--- config.mk ---
export PLATFORM = sky130hd
export DESIGN_NAME = poci_keys_subsystem_flat
export DESIGN_NICKNAME = d
export VERILOG_FILES = /design/src/rtl/poci_if.sv /design/src/rtl/poci_keys_subsystem.sv /design/src/flat_wrapper.sv
export SDC_FILE = /design/constraint.sdc
export NUM_CORES = 1
export LEC_CHECK = 0
export ABC_AREA = 1
export CAP_MARGIN = 20
export CORE_MARGIN = 2
export CORE_UTILIZATION = 24
export CTS_CLUSTER_SIZE = 16
export DETAILED_ROUTE_END_ITERATION = 10
export GPL_TIMING_DRIVEN = 0
export PLACE_DENSITY = 0.73
export SLEW_MARGIN = 20
export SYNTH_ARGS = -nofsm -noshare
export SYNTH_HDL_FRONTEND = slang
export SYNTH_SLANG_ARGS = --single-unit
--- constraint.sdc ---
create_clock -name pclk -period 1.3 [get_ports pclk]
set_input_delay 0.26 -clock pclk [delete_from_list [all_inputs] [get_ports pclk]]
set_output_delay 0.26 -clock pclk [all_outputs]
set_load 0.05 [all_outputs]
--- src/rtl/poci_if.sv ---
// POCI (APB-style) bus bundle shared by the upstream master port and the
// exported downstream slave port.
//
// Handshake: a transfer is one setup cycle (psel=1, penable=0) followed by
// exactly one access cycle (psel=1, penable=1). The access completes in the
// cycle where pready=1. This subsystem never inserts wait states, so pready
// is tied high. prdata is only meaningful while psel=1.
interface poci_if #(
    parameter int ADDR_WIDTH = 32,
    parameter int DATA_WIDTH = 32
);
    logic [ADDR_WIDTH-1:0] paddr;
    logic                  pwrite;
    logic                  psel;
    logic                  penable;
    logic [DATA_WIDTH-1:0] pwdata;
    logic [DATA_WIDTH-1:0] prdata;
    logic                  pready;

    // Bus driver side (the downstream port has no pready of its own)
    modport master (
        output paddr, pwrite, psel, penable, pwdata,
        input  prdata
    );

    // Bus responder side
    modport slave (
        input  paddr, pwrite, psel, penable, pwdata,
        output prdata, pready
    );
endinterface

--- src/rtl/poci_keys_subsystem.sv ---
// POCI peripheral subsystem: address decode, an internal read-only
// key/switch slave (slave 0), and a zero-latency pass-through of the
// LED/hex region (slave 1) onto a downstream POCI port.
module poci_keys_subsystem #(
    parameter int                    ADDR_WIDTH  = 32,
    parameter int                    DATA_WIDTH  = 32,
    parameter int                    KEY_WIDTH   = 4,
    parameter int                    SW_WIDTH    = 10,
    parameter logic [ADDR_WIDTH-1:0] PERIPH_BASE = 32'h4000_0000
) (
    input  logic                 pclk,
    input  logic                 preset,
    poci_if.slave                m,
    poci_if.master               s1,
    input  logic [KEY_WIDTH-1:0] key,
    input  logic [SW_WIDTH-1:0]  sw
);

    // Two-flop synchronisers for the asynchronous board inputs
    logic [KEY_WIDTH-1:0] r_key_meta;
    logic [KEY_WIDTH-1:0] r_key_s;
    logic [SW_WIDTH-1:0]  r_sw_meta;
    logic [SW_WIDTH-1:0]  r_sw_s;

    // Decode signals
    logic                  w_region_valid;
    logic                  w_sel0;
    logic                  w_sel1;
    logic [9:0]            w_offset;
    logic [DATA_WIDTH-1:0] w_keys_rdata;
    logic [DATA_WIDTH-1:0] w_prdata;

    // Synchronise key and switch inputs; reset clears both stages
    always_ff @(posedge pclk) begin
        if (preset) begin
            r_key_meta <= '0;
            r_key_s    <= '0;
            r_sw_meta  <= '0;
            r_sw_s     <= '0;
        end else begin
            r_key_meta <= key;
            r_key_s    <= r_key_meta;
            r_sw_meta  <= sw;
            r_sw_s     <= r_sw_meta;
        end
    end

    // Nothing below the peripheral base is decoded; bit 12 splits the slaves
    assign w_region_valid = (m.paddr >= PERIPH_BASE);
    assign w_sel0         = m.psel & w_region_valid & ~m.paddr[12];
    assign w_sel1         = m.psel & w_region_valid &  m.paddr[12];
    assign w_offset       = m.paddr[11:2];

    // Key slave read data straight from the address; writes have no effect
    always_comb begin
        w_keys_rdata = '0;
        if (w_offset == 10'd0) begin
            w_keys_rdata[KEY_WIDTH-1:0] = r_key_s;
        end else if (w_offset == 10'd1) begin
            w_keys_rdata[SW_WIDTH-1:0] = r_sw_s;
        end
    end

    // Return-data mux back to the master; zero when nothing is selected
    always_comb begin
        w_prdata = '0;
        if (w_sel1) begin
            w_prdata = s1.prdata;
        end else if (w_sel0) begin
            w_prdata = w_keys_rdata;
        end
    end

    assign m.prdata = w_prdata;
    assign m.pready = 1'b1;

    // Downstream port follows the master with no added latency
    assign s1.paddr   = m.paddr;
    assign s1.pwrite  = m.pwrite;
    assign s1.pwdata  = m.pwdata;
    assign s1.psel    = w_sel1;
    assign s1.penable = m.penable & w_sel1;

endmodule

--- src/flat_wrapper.sv ---
// flat-port wrapper written by rule: the top's interface ports become plain ports
module poci_keys_subsystem_flat 
#(
    parameter int                    ADDR_WIDTH  = 32,
    parameter int                    DATA_WIDTH  = 32,
    parameter int                    KEY_WIDTH   = 4,
    parameter int                    SW_WIDTH    = 10,
    parameter logic [ADDR_WIDTH-1:0] PERIPH_BASE = 32'h4000_0000
)
  (pclk, preset, key, sw, m_paddr, m_pwrite, m_psel, m_penable, m_pwdata, m_prdata, m_pready, s1_paddr, s1_pwrite, s1_psel, s1_penable, s1_pwdata, s1_prdata);
  poci_if #(.ADDR_WIDTH(ADDR_WIDTH), .DATA_WIDTH(DATA_WIDTH)) m_i ();
  poci_if #(.ADDR_WIDTH(ADDR_WIDTH), .DATA_WIDTH(DATA_WIDTH)) s1_i ();
  input  logic pclk;
  input  logic preset;
  input  logic [KEY_WIDTH-1:0] key;
  input  logic [SW_WIDTH-1:0] sw;
  input wire logic [$bits(m_i.paddr)-1:0] m_paddr;
  input wire logic [$bits(m_i.pwrite)-1:0] m_pwrite;
  input wire logic [$bits(m_i.psel)-1:0] m_psel;
  input wire logic [$bits(m_i.penable)-1:0] m_penable;
  input wire logic [$bits(m_i.pwdata)-1:0] m_pwdata;
  output wire logic [$bits(m_i.prdata)-1:0] m_prdata;
  output wire logic [$bits(m_i.pready)-1:0] m_pready;
  output wire logic [$bits(s1_i.paddr)-1:0] s1_paddr;
  output wire logic [$bits(s1_i.pwrite)-1:0] s1_pwrite;
  output wire logic [$bits(s1_i.psel)-1:0] s1_psel;
  output wire logic [$bits(s1_i.penable)-1:0] s1_penable;
  output wire logic [$bits(s1_i.pwdata)-1:0] s1_pwdata;
  input wire logic [$bits(s1_i.prdata)-1:0] s1_prdata;
  assign m_i.paddr = m_paddr;
  assign m_i.pwrite = m_pwrite;
  assign m_i.psel = m_psel;
  assign m_i.penable = m_penable;
  assign m_i.pwdata = m_pwdata;
  assign m_prdata = m_i.prdata;
  assign m_pready = m_i.pready;
  assign s1_paddr = s1_i.paddr;
  assign s1_pwrite = s1_i.pwrite;
  assign s1_psel = s1_i.psel;
  assign s1_penable = s1_i.penable;
  assign s1_pwdata = s1_i.pwdata;
  assign s1_i.prdata = s1_prdata;
  poci_keys_subsystem #(.ADDR_WIDTH(ADDR_WIDTH), .DATA_WIDTH(DATA_WIDTH), .KEY_WIDTH(KEY_WIDTH), .SW_WIDTH(SW_WIDTH), .PERIPH_BASE(PERIPH_BASE)) u_core (.pclk(pclk), .preset(preset), .m(m_i), .s1(s1_i), .key(key), .sw(sw));
endmodule
==> flow_metrics.env <==
export IMPL_period_share_pct=123
export IMPL_postSynthCellCount=265
export IMPL_seq_area_um2=561
export IMPL_via_per_inst=3.76
export IMPL_grt_usage_pct=14.2
export IMPL_layout_setup_ws_ns=-0.296
export IMPL_pwr_share_clk_pct=15.2
export IMPL_hold_viol=0
export IMPL_top_usage_layer="met2"
export IMPL_port_buffers=160
export IMPL_slowest_delay_ns=0.28
export IMPL_path_cells="buf_6, or2_4, nor2_8, and2_4, nand3_4, nand2_4, buf_8"
export IMPL_min_period_ns=1.60
export IMPL_syn_cell_area_um2=1770
export IMPL_post_place_ws_ns=-1.37
export IMPL_worstPathArrival_ns=1.34
export IMPL_die_w_um=90.0
export IMPL_nFillCells=629
export IMPL_start_util_pct=24.6
export IMPL_cap_viol_max_count=0
export IMPL_synth_distinct_cells=17
export IMPL_antenna_cells=0
export IMPL_p_comb_share_pct=52.0
export IMPL_async_flop_share_pct=0
export IMPL_fin_skew_ns=0.000648
export IMPL_synth_area_top_cells="dfxtp_1 (32%), buf_4 (28%), inv_1 (11%)"
export IMPL_met1_usage_pct=15.6
export IMPL_ios=215
export IMPL_grt_pass1_vias=1983
export IMPL_die_h_um=90.0
export IMPL_drv_slew=0
export IMPL_dieArea_um2=8090
export IMPL_critPathMaxFanout=6
export IMPL_power_switching_share_pct=38.3
export IMPL_gp_congestion=0.722
export IMPL_cts_max_level=1
export IMPL_first_iter_violations=28
export IMPL_rrSetupSlack_ns=0.80
export IMPL_failed_checks="negative setup slack"
export IMPL_seq_area_frac_synth_pct=31.6
export IMPL_antenna_found_initial=0
export IMPL_startpoint_type="input pin"
export IMPL_cts_sinks=28
export IMPL_place_area_um2=3650
export IMPL_drc=0
export IMPL_dr_pass1_iters=4
export IMPL_power_density_nw_per_um2=646
export IMPL_overflow=0
export IMPL_clk_pin_slew_ns=0.08
export IMPL_ant_nets=0
export IMPL_intPower_mw=1.71
export IMPL_required_ns=1.04
export IMPL_yosys_cell_count_top_type="buf_4"
export IMPL_setup_violations=34
export IMPL_yosysWarnings=0
export IMPL_cts_tree="built"
export IMPL_synth_edff_count=0
export IMPL_p_leak_nw=2.17
export IMPL_synthFlopType="dfxtp_1"
export IMPL_grt_max_degree=15
export IMPL_vdd_drop_max_v=0.000390
export IMPL_fin_nets=561
export IMPL_grt_util_met3_pct=2.77
export IMPL_design_area_um2=4300
export IMPL_vias=2042
export IMPL_grt_util_met2_pct=28.4
export IMPL_clockBufferDepth=2
export IMPL_synth_common_cells="buf_4 (66), inv_1 (54), nor2_1 (54)"
export IMPL_postSynthAreaPerCell_um2=6.69
export IMPL_crit_type="in2out"
export IMPL_clock_latency_ns=0.26
export IMPL_multi_input_area_um2=971
export IMPL_hold_class="in2reg"
export IMPL_cts_inserted_buffers=3
export IMPL_outcome="complete, but fails checks"
export IMPL_slew_headroom_pct=65.4
export IMPL_drt_wirelength_per_cell_um=11.3
export IMPL_synth_top_area_cell="dfxtp_1"
export IMPL_area_delta_synth_final_pct=142
export IMPL_rsz0062_at_grt="yes"
export IMPL_finalPower_mw=2.78
export IMPL_seq_power_share_pct=32.9
export IMPL_worst_slew_pin_slew_ns=0.521
export IMPL_timing_fmax_mhz=627
export IMPL_power_switching_mw=1.06
export IMPL_hpwl_mm=4.50
export IMPL_crit_slowest_cell="or2_4"
export IMPL_synth_nets=380
export IMPL_grt_pass1_wl_mm=9.60
export IMPL_cts_hold_buffers=0
export IMPL_wl_mm=6.13
export IMPL_synth_top_area_share_pct=31.6
export IMPL_cts_root_buf="clkbuf_8"
export IMPL_num_rows=31
export IMPL_crit_path_end_kind="output port"
export IMPL_final_layout_size_suffix_gt1_share_pct=49.1
export IMPL_synth_seq_cells=28
export IMPL_core_area_um2=7210
-- final cells by class --
cell class              count  share of cell area, %
flip-flops and latches     28                   13.0
clock buffers               3                  0.961
inverters                  55                   4.92
well taps                  99                   2.88
plain buffers              71                   12.6
multi-input cells         110                   22.6
repair buffers            177                   43.0
-- worst max-delay path: cells and delay by family --
kind | cells | cell delay [ns]
simple gates | 5 | 0.85
buf+inv | 2 | 0.23
-- path summary, 6_finish.rpt --
| check | startpoint | to | cells after the start |
|---|---|---|---|
| max | m_paddr[11] | m_prdata[8] | 7 |
| min | preset | u_core.r_sw_meta[4]$_SDFF_PP0_ | 2 |
| max reg2reg | u_core.r_sw_meta[7]$_SDFF_PP0_ | u_core.r_sw_s[7]$_SDFF_PP0_ | 2 |
| min reg2reg | u_core.r_sw_meta[5]$_SDFF_PP0_ | u_core.r_sw_s[5]$_SDFF_PP0_ | 2 |
-- per-layer routing --
layer / vias up / routed length [µm]
met4: 0 / 17
met3: 2 / 408
met1: 892 / 2250
met2: 104 / 3460
li1: 1044 / -
met5: - / 0
-- power groups by stage --
| stage | clock network (mW) | logic, mW | registers (mW) |
|---|---|---|---|
| floorplan | 0 | 0.835 | 0.925 |
| global placement | 0 | 1.31 | 0.927 |
| detailed placement | 0 | 1.32 | 0.928 |
| CTS | 0.442 | 1.43 | 0.912 |
| global route | 0.463 | 1.51 | 0.916 |
| finish | 0.420 | 1.44 | 0.913 |
-- logic make-up after synthesis --
kind of cell	synth area share, %
other cells	0.212
simple gates	26.4
flops	31.6
buf+inv	41.8
-- cell usage in the layout, fill, tap and decap left out --
| cell type | synthesis | final |
|---|---|---|
| clkdlybuf4s50_1 | 0 | 47 |
| buf_1 | 2 | 2 |
| nor2_8 | 1 | 1 |
| inv_2 | 1 | 2 |
| buf_8 | 0 | 16 |
| clkbuf_2 | 0 | 1 |
| nand3_2 | 0 | 6 |
| inv_1 | 54 | 52 |
| buf_6 | 1 | 30 |
| clkbuf_8 | 0 | 3 |
| buf_12 | 0 | 7 |
| buf_16 | 0 | 2 |
| conb_1 | 1 | 1 |
| inv_6 | 0 | 1 |
| nand2_4 | 1 | 20 |
| nor2_2 | 2 | 1 |
| and2_4 | 1 | 1 |
| nand2_2 | 0 | 9 |
| or2_4 | 1 | 3 |
| nand3_4 | 0 | 7 |
| nor2_1 | 54 | 28 |
| dfxtp_1 | 28 | 28 |
| buf_2 | 4 | 8 |
| nand2_1 | 31 | 3 |
| dlygate4sd2_1 | 0 | 63 |
| nand3_1 | 15 | 2 |
| nor2_4 | 0 | 28 |
| buf_4 | 66 | 72 |
-- repair_timing --
item	CTS	global route
gates resized for setup	462	26
pin swaps	30	18
buffers inserted	11	6
endpoints found under the setup margin	99	35
gates cloned	4	0
-- sequential cells by signal, summed over array words and instances (netlist names) --
name and cells:
u_core.r_key_meta 4, u_core.r_sw_s 10, u_core.r_key_s 4, u_core.r_sw_meta 10
-- metrics by stage --
| stage | TNS [ns] | cells | hold WS, ns | utilization [%] |
|---|---|---|---|---|
| 5_1_grt | -6.77 | 543 | 0.281 | 59.6 |
| 3_3_place_gp | -52.69 | 524 | 0.393 | 50.7 |
| 6_report | -5.82 | 543 | 0.268 | 59.6 |
| 3_5_place_dp | -53.03 | 524 | 0.392 | 50.7 |
| 2_1_floorplan | -3.00 | 265 | 0.367 | - |
| 4_1_cts | -5.99 | 541 | 0.263 | 58.7 |
Power figures use the tool's default switching activity.
